$ cat config.mk
export PLATFORM = sky130hd
export DESIGN_NAME = trng_collector
export DESIGN_NICKNAME = d
export VERILOG_FILES = /design/src/rtl/trng_collector_pkg.sv /design/src/rtl/vn_debias.sv /design/src/rtl/trng_collector.sv
export SDC_FILE = /design/constraint.sdc
export NUM_CORES = 1
export LEC_CHECK = 0
export CAP_MARGIN = 20
export CORE_MARGIN = 2
export CORE_UTILIZATION = 30
export DETAILED_ROUTE_END_ITERATION = 8
export PLACE_DENSITY_LB_ADDON = 0.12
export SYNTH_ARGS = -nofsm -noshare
export SYNTH_HDL_FRONTEND = slang
export SYNTH_SLANG_ARGS = --single-unit
$ cat constraint.sdc
create_clock -name clk -period 2.85 [get_ports clk]
set_input_delay 0.57 -clock clk [delete_from_list [all_inputs] [get_ports clk]]
set_output_delay 0.57 -clock clk [all_outputs]
set_load 0.1 [all_outputs]
$ cat src/rtl/trng_collector_pkg.sv
// Shared definitions for the TRNG entropy collector: FSM encoding and
// width helpers.
package trng_collector_pkg;

   // FSM state encoding, shared with the MMIO side.
   typedef enum logic [1:0] {
      ST_FILL = 2'd0,
      ST_FULL = 2'd1,
      ST_FAIL = 2'd2
   } state_e;

   // Default word width delivered to the consumer.
   localparam int TRNG_WIDTH_DEF = 4;

   // Width of the repetition-count counter.
   localparam int RCT_W = 8;

   // Counter width for a modulo-n counter. Never returns less than 1 bit.
   function automatic int cnt_w(input int n);
      return (n > 1) ? $clog2(n) : 1;
   endfunction

endpackage

$ cat src/rtl/vn_debias.sv
// Von Neumann debiaser. Pairs consecutive strobed samples.
// 01 emits 0 and 10 emits 1. 00 and 11 are dropped.
module vn_debias (
   input  logic clk,
   input  logic reset,
   input  logic strobe,
   input  logic bit_in,
   input  logic clear,
   output logic bit_out,
   output logic bit_vld
);

   logic second_q, second_d;
   logic first_q, first_d;

   // Pair toggle and first-bit capture. The output is valid on the second sample of a differing pair.
   always_comb begin
      second_d = second_q;
      first_d  = first_q;
      bit_out  = first_q;
      bit_vld  = 1'b0;
      if (clear) begin
         second_d = 1'b0;
      end else if (strobe) begin
         if (!second_q) begin
            first_d  = bit_in;
            second_d = 1'b1;
         end else begin
            second_d = 1'b0;
            bit_vld  = (first_q != bit_in);
         end
      end
   end

   // Pair state register.
   always_ff @(posedge clk) begin
      if (reset) begin
         second_q <= 1'b0;
         first_q  <= 1'b0;
      end else begin
         second_q <= second_d;
         first_q  <= first_d;
      end
   end

endmodule

$ cat src/rtl/trng_collector.sv
// TRNG entropy collector. Synchronises a raw ring-oscillator bit, samples it
// periodically and debiases it. It packs the result into words, hands the words
// out over a req/valid handshake and locks up when the repetition-count test trips.
module trng_collector
   import trng_collector_pkg::*;
#(
   parameter int TRNG_WIDTH = TRNG_WIDTH_DEF,
   parameter int SAMPLE_DIV = 8,
   parameter int RCT_LIMIT  = 32
) (
   input  logic                  clk,
   input  logic                  reset,
   input  logic                  raw_bit,
   input  logic                  trng_req,
   output logic                  trng_valid,
   output logic [TRNG_WIDTH-1:0] trng_word,
   output logic                  word_ready,
   output logic                  health_fail
);

   localparam int DIV_W  = cnt_w(SAMPLE_DIV);
   localparam int BCNT_W = $clog2(TRNG_WIDTH + 1);

   logic                  sync1_q, sync1_d;
   logic                  raw_s_q, raw_s_d;
   logic [DIV_W-1:0]      div_cnt_q, div_cnt_d;
   logic                  prev_q, prev_d;
   logic [RCT_W-1:0]      rct_cnt_q, rct_cnt_d;
   logic                  health_fail_q, health_fail_d;
   state_e                state_q, state_d;
   logic [TRNG_WIDTH-1:0] word_sr_q, word_sr_d;
   logic [BCNT_W-1:0]     bit_cnt_q, bit_cnt_d;
   logic                  word_ready_q, word_ready_d;
   logic                  trng_valid_q, trng_valid_d;
   logic [TRNG_WIDTH-1:0] trng_word_q, trng_word_d;

   logic strobe;
   logic trip;
   logic vn_clear;
   logic vn_bit;
   logic vn_vld;

   assign strobe = (div_cnt_q == DIV_W'(SAMPLE_DIV - 1));
   // The trip is taken from the registered count, so it lands one cycle after the strobe that saturates it.
   assign trip   = (rct_cnt_q == RCT_W'(RCT_LIMIT));

   // Synchroniser, sample divider and repetition-count health test. These run in every state.
   always_comb begin
      sync1_d   = raw_bit;
      raw_s_d   = sync1_q;
      div_cnt_d = strobe ? '0 : div_cnt_q + 1'b1;
      prev_d    = prev_q;
      rct_cnt_d = rct_cnt_q;
      if (strobe) begin
         prev_d = raw_s_q;
         if (raw_s_q == prev_q) begin
            if (rct_cnt_q != RCT_W'(RCT_LIMIT)) rct_cnt_d = rct_cnt_q + 1'b1;
         end else begin
            rct_cnt_d = RCT_W'(1);
         end
      end
   end

   // Debiaser only sees strobes while filling. It is cleared on the FULL->FILL handoff.
   vn_debias u_vn (
      .clk     (clk),
      .reset   (reset),
      .strobe  (strobe && (state_q == ST_FILL)),
      .bit_in  (raw_s_q),
      .clear   (vn_clear),
      .bit_out (vn_bit),
      .bit_vld (vn_vld)
   );

   // Packing FSM with the registered handshake outputs. A health trip overrides everything.
   always_comb begin
      state_d       = state_q;
      word_sr_d     = word_sr_q;
      bit_cnt_d     = bit_cnt_q;
      word_ready_d  = word_ready_q;
      trng_valid_d  = 1'b0;
      trng_word_d   = '0;
      vn_clear      = 1'b0;
      health_fail_d = health_fail_q | trip;
      case (state_q)
         ST_FILL: begin
            if (vn_vld) begin
               word_sr_d = (word_sr_q << 1) | TRNG_WIDTH'(vn_bit);
               bit_cnt_d = bit_cnt_q + 1'b1;
               if (bit_cnt_d == BCNT_W'(TRNG_WIDTH)) begin
                  state_d      = ST_FULL;
                  word_ready_d = 1'b1;
               end
            end
         end
         ST_FULL: begin
            if (trng_req && !health_fail_q) begin
               trng_valid_d = 1'b1;
               trng_word_d  = word_sr_q;
               state_d      = ST_FILL;
               word_sr_d    = '0;
               bit_cnt_d    = '0;
               word_ready_d = 1'b0;
               vn_clear     = 1'b1;
            end
         end
         ST_FAIL: begin
            state_d = ST_FAIL;
         end
         default: begin
            state_d = ST_FAIL;
         end
      endcase
      if (trip) begin
         state_d      = ST_FAIL;
         word_sr_d    = '0;
         bit_cnt_d    = '0;
         word_ready_d = 1'b0;
         trng_valid_d = 1'b0;
         trng_word_d  = '0;
         vn_clear     = 1'b0;
      end
   end

   // State and datapath registers.
   always_ff @(posedge clk) begin
      if (reset) begin
         sync1_q       <= 1'b0;
         raw_s_q       <= 1'b0;
         div_cnt_q     <= '0;
         prev_q        <= 1'b0;
         rct_cnt_q     <= '0;
         health_fail_q <= 1'b0;
         state_q       <= ST_FILL;
         word_sr_q     <= '0;
         bit_cnt_q     <= '0;
         word_ready_q  <= 1'b0;
         trng_valid_q  <= 1'b0;
         trng_word_q   <= '0;
      end else begin
         sync1_q       <= sync1_d;
         raw_s_q       <= raw_s_d;
         div_cnt_q     <= div_cnt_d;
         prev_q        <= prev_d;
         rct_cnt_q     <= rct_cnt_d;
         health_fail_q <= health_fail_d;
         state_q       <= state_d;
         word_sr_q     <= word_sr_d;
         bit_cnt_q     <= bit_cnt_d;
         word_ready_q  <= word_ready_d;
         trng_valid_q  <= trng_valid_d;
         trng_word_q   <= trng_word_d;
      end
   end

   assign trng_valid  = trng_valid_q;
   assign trng_word   = trng_word_q;
   assign word_ready  = word_ready_q;
   assign health_fail = health_fail_q;

endmodule

==> summary.txt <==
Clocking
  • Total CTS buffers: 5
  • Post-CTS Setup Bufs: 0
  • Clock-pin slew on the worst setup and hold paths: 0.07 ns
  • Cts repair resizes: 0
  • CTS tree: done
  • Htree depth: 2
  • Cts hold-fix bufs: 0
  • CTS Sinks: 32
  • Bufs on Longest Clock Path: 2
  • Latest clock arrival within the worst-skew pair: 0.28 ns
  • CTS root buffer: clkbuf_8

GRT
  • GRT Util Overall: 0.117
  • Initial antenna violation count: 0
  • Grt total ovfl: 0
  • First-pass GRT wire length: 4400 µm
  • Vias in the first global route: 941
  • Largest net degree at the start of global routing: 15

Critical path
  • Worst path slowest cell: or4b_1
  • Required @ worst endpoint: 3.06 ns
  • Worst R2R Path Depth: 6
  • RR Startpoint: div_cnt_q[0]
  • Reg2Reg Setup Slack: 0.62 ns
  • Crit Path Class: flip-flop to flip-flop
  • Crit end category: flip-flop
  • Crit path launch type: flip-flop
  • Largest stage delay on the critical path: 0.50 ns
  • Worst r2r dst: bit_cnt_q[2]
  • Worst Path Max Fanout: 14
  • Cell mode on critical path: ha_1
  • CP Cell Sequence: ha_1 > ha_1 > nor3b_4 > nand3_4 > or4b_1 > a31oi_1
  • Worst path bufs/invs: 0
  • WP data arrival: 2.44 ns
  • Crit-path leading delay family: simple AND/OR/NAND/NOR gates

Floorplan
  • Die area: 0.00494 mm²
  • Row count: 24
  • Io pins: 11
  • Initial Utilization: 0.307
  • Core Box Area: 0.00429 mm²
  • Die width: 70.3 µm
  • Die height: 70.3 µm

Timing
  • Fmax: 448 MHz
  • Fin. max-slew vios: 0
  • Normalized max-slew margin: 0.671
  • Endpoints failing hold: 0
  • RSZ-0062 raised after global routing: no
  • Final setup fails: 0
  • Clk_skew: 0.00659 ns
  • Crit share post-route: 0.784
  • Min Tclk post-route: 2.23 ns
  • Setup_tns: 0 ns
  • Worst Slack Setup Final: 0.616 ns
  • Worst slew pin tran: 0.494 ns

Cells and area
  • Multi-input logic area: 641 µm²
  • FF/Latch Area: 641 µm²
  • Share of layout cells above drive strength 1: 0.117
  • Post-route insts no fill: 206
  • Fillcell total: 450
  • Syn-to-layout area delta: 18.2%
  • Fin area: 0.00156 mm²
  • N_diodes: 0
  • Final #Nets: 163

Logic synthesis
  • Ys async rst share: 0
  • #FFs+latches synth: 32
  • Count of distinct cell types in the synthesized netlist: 30
  • Top FF cell, synth: dfxtp_1
  • Syn Inst Count: 140
  • Cell area after synthesis: 0.00132 mm²
  • EDFF count, synth: 0
  • Register area share after synthesis: 0.486
  • Synth warn: 0
  • Syn Area/Cell: 9.42 µm²
  • Net Count, Synth: 150

Min path
  • Hold Path End: div_cnt_q[0]
  • HP Start: div_cnt_q[0]
  • Hold Path Class: flip-flop to flip-flop
  • Worst hold stages: 1

Routing
  • DRC Markers: 0
  • WL final: 2580 µm
  • Drt wl/cell: 12.5 µm
  • Pre-antenna DRT Iters: 4
  • Drt initial violations: 44
  • Via-to-Cell Ratio: 4.81
  • Total vias in the final route: 991
  • DRT antenna net count: 0

Place
  • Post-DP HPWL: 1820 µm
  • GPL Wtd Cong: 0.698
  • Placement Setup Slack: 0.629 ns
  • Buffers added on ports: 10
  • Dpl cells: 198
  • DP Area: 0.00145 mm²

Flow run
  • Max_cap viols: 0

Power and ir drop
  • PD cells: 582 mW/mm²
  • Overall power: 908 µW
  • Peak supply drop: 0.000330 V
  • P_leak: 0.000615 µW

Run status
  • Status: complete, no violations
-- per-stage QoR --
stage	hold WS (ns)	util
finish	0.424	0.363
CTS	0.428	0.363
detailed placement	0.417	0.338
floorplan	0.404	-
global placement	0.411	0.338
global route	0.460	0.363
-- Yosys cell counts, types with 2 or more instances --
| cell type | count | area (µm²) |
|---|---|---|
| dfxtp_1 | 32 | 641 |
| a21oi_1 | 15 | 75.1 |
| nand2_1 | 11 | 41.3 |
| nand3_1 | 10 | 50.1 |
| nor2_1 | 10 | 37.5 |
| and3_1 | 6 | 37.5 |
| ha_1 | 6 | 75.1 |
| xor2_1 | 5 | 43.8 |
| clkbuf_1 | 4 | 15.0 |
| inv_1 | 4 | 15.0 |
| nor2b_1 | 4 | 25.0 |
| o21ai_0 | 4 | 20.0 |
| nand4_1 | 3 | 18.8 |
| nor3_1 | 3 | 15.0 |
| xnor2_1 | 3 | 26.3 |
| a21o_1 | 2 | 15.0 |
| mux2i_1 | 2 | 20.0 |
| nand2b_1 | 2 | 12.5 |
| nor3b_1 | 2 | 15.0 |
| or3_1 | 2 | 12.5 |
-- sequential cells by signal (all words and copies together), names as in the netlist --
name,cells
word_sr_q,4
raw_s_d,1
word_ready,1
div_cnt_q,3
u_vn.bit_out,1
health_fail,1
trng_valid,1
bit_cnt_q,3
state_q,2
rct_cnt_q,8
u_vn.second_q,1
prev_q,1
raw_s_q,1
trng_word,4
-- per-layer routing --
metal,track usage,vias to the layer above,wire [µm]
li1,-,516,-
met4,0.0513,0,55
met5,0,-,0
met2,0.169,15,1190
met3,0.0476,5,105
met1,0.151,455,1230
-- area by class of cell --
class | count | share of cell area
inverter | 4 | 0.00963
clock buffer | 6 | 0.0465
tap | 52 | 0.0417
clock inverter | 2 | 0.0225
timing repair buffer | 11 | 0.0578
multi-input combinational | 99 | 0.411
sequential | 32 | 0.411
-- worst max-delay path by stage --
stage / startpoint / endpoint / cells past startpoint
finish: div_cnt_q[0] / bit_cnt_q[2] / 6
global route: div_cnt_q[0] / bit_cnt_q[2] / 6
CTS: div_cnt_q[0] / bit_cnt_q[2] / 6
detailed placement: div_cnt_q[0] / bit_cnt_q[2] / 6
global placement: div_cnt_q[0] / bit_cnt_q[2] / 6
floorplan: div_cnt_q[0] / bit_cnt_q[2] / 6
-- placed cells by master, fill, tap and decap left out, types with 4 or more instances in the layout --
cell type / n
ha_1: 6
nand3_1: 10
nor2b_1: 4
clkbuf_8: 5
inv_1: 4
buf_4: 8
and3_1: 6
o21ai_0: 4
a21oi_1: 15
nor2_1: 10
xor2_1: 5
dfxtp_1: 32
nand2_1: 11
-- logic make-up (layout without fill, tap and decap cells) --
family	count (synthesis)	after routing	share of synthesized area
AND/OR/NAND/NOR	58	58	0.252
flip-flops	32	32	0.486
AO/OA/AOI/OAI	25	25	0.108
buffers and inverters	9	23	0.0285
XOR/XNOR	8	8	0.0531
adder cells (fa/ha/maj)	6	6	0.0569
multiplexers	2	2	0.0152
-- worst register-to-register path, stage by stage, from the launching register on --
cell     delay (ns)
dfxtp_1        0.33
ha_1           0.14
ha_1           0.46
nor3b_4        0.38
nand3_4        0.16
or4b_1         0.50
a31oi_1        0.18
-- where the power goes --
| part | total, µW | switching (µW) | leakage [µW] | internal (µW) |
|---|---|---|---|---|
| sequential | 455 | 2.83 | 0.000259 | 452 |
| combinational | 24.6 | 13.0 | 0.000301 | 11.6 |
| clock | 428 | 169 | 0.0000552 | 259 |
| total | 908 | 185 | 0.000615 | 723 |
(Power assumes the default switching activity.)
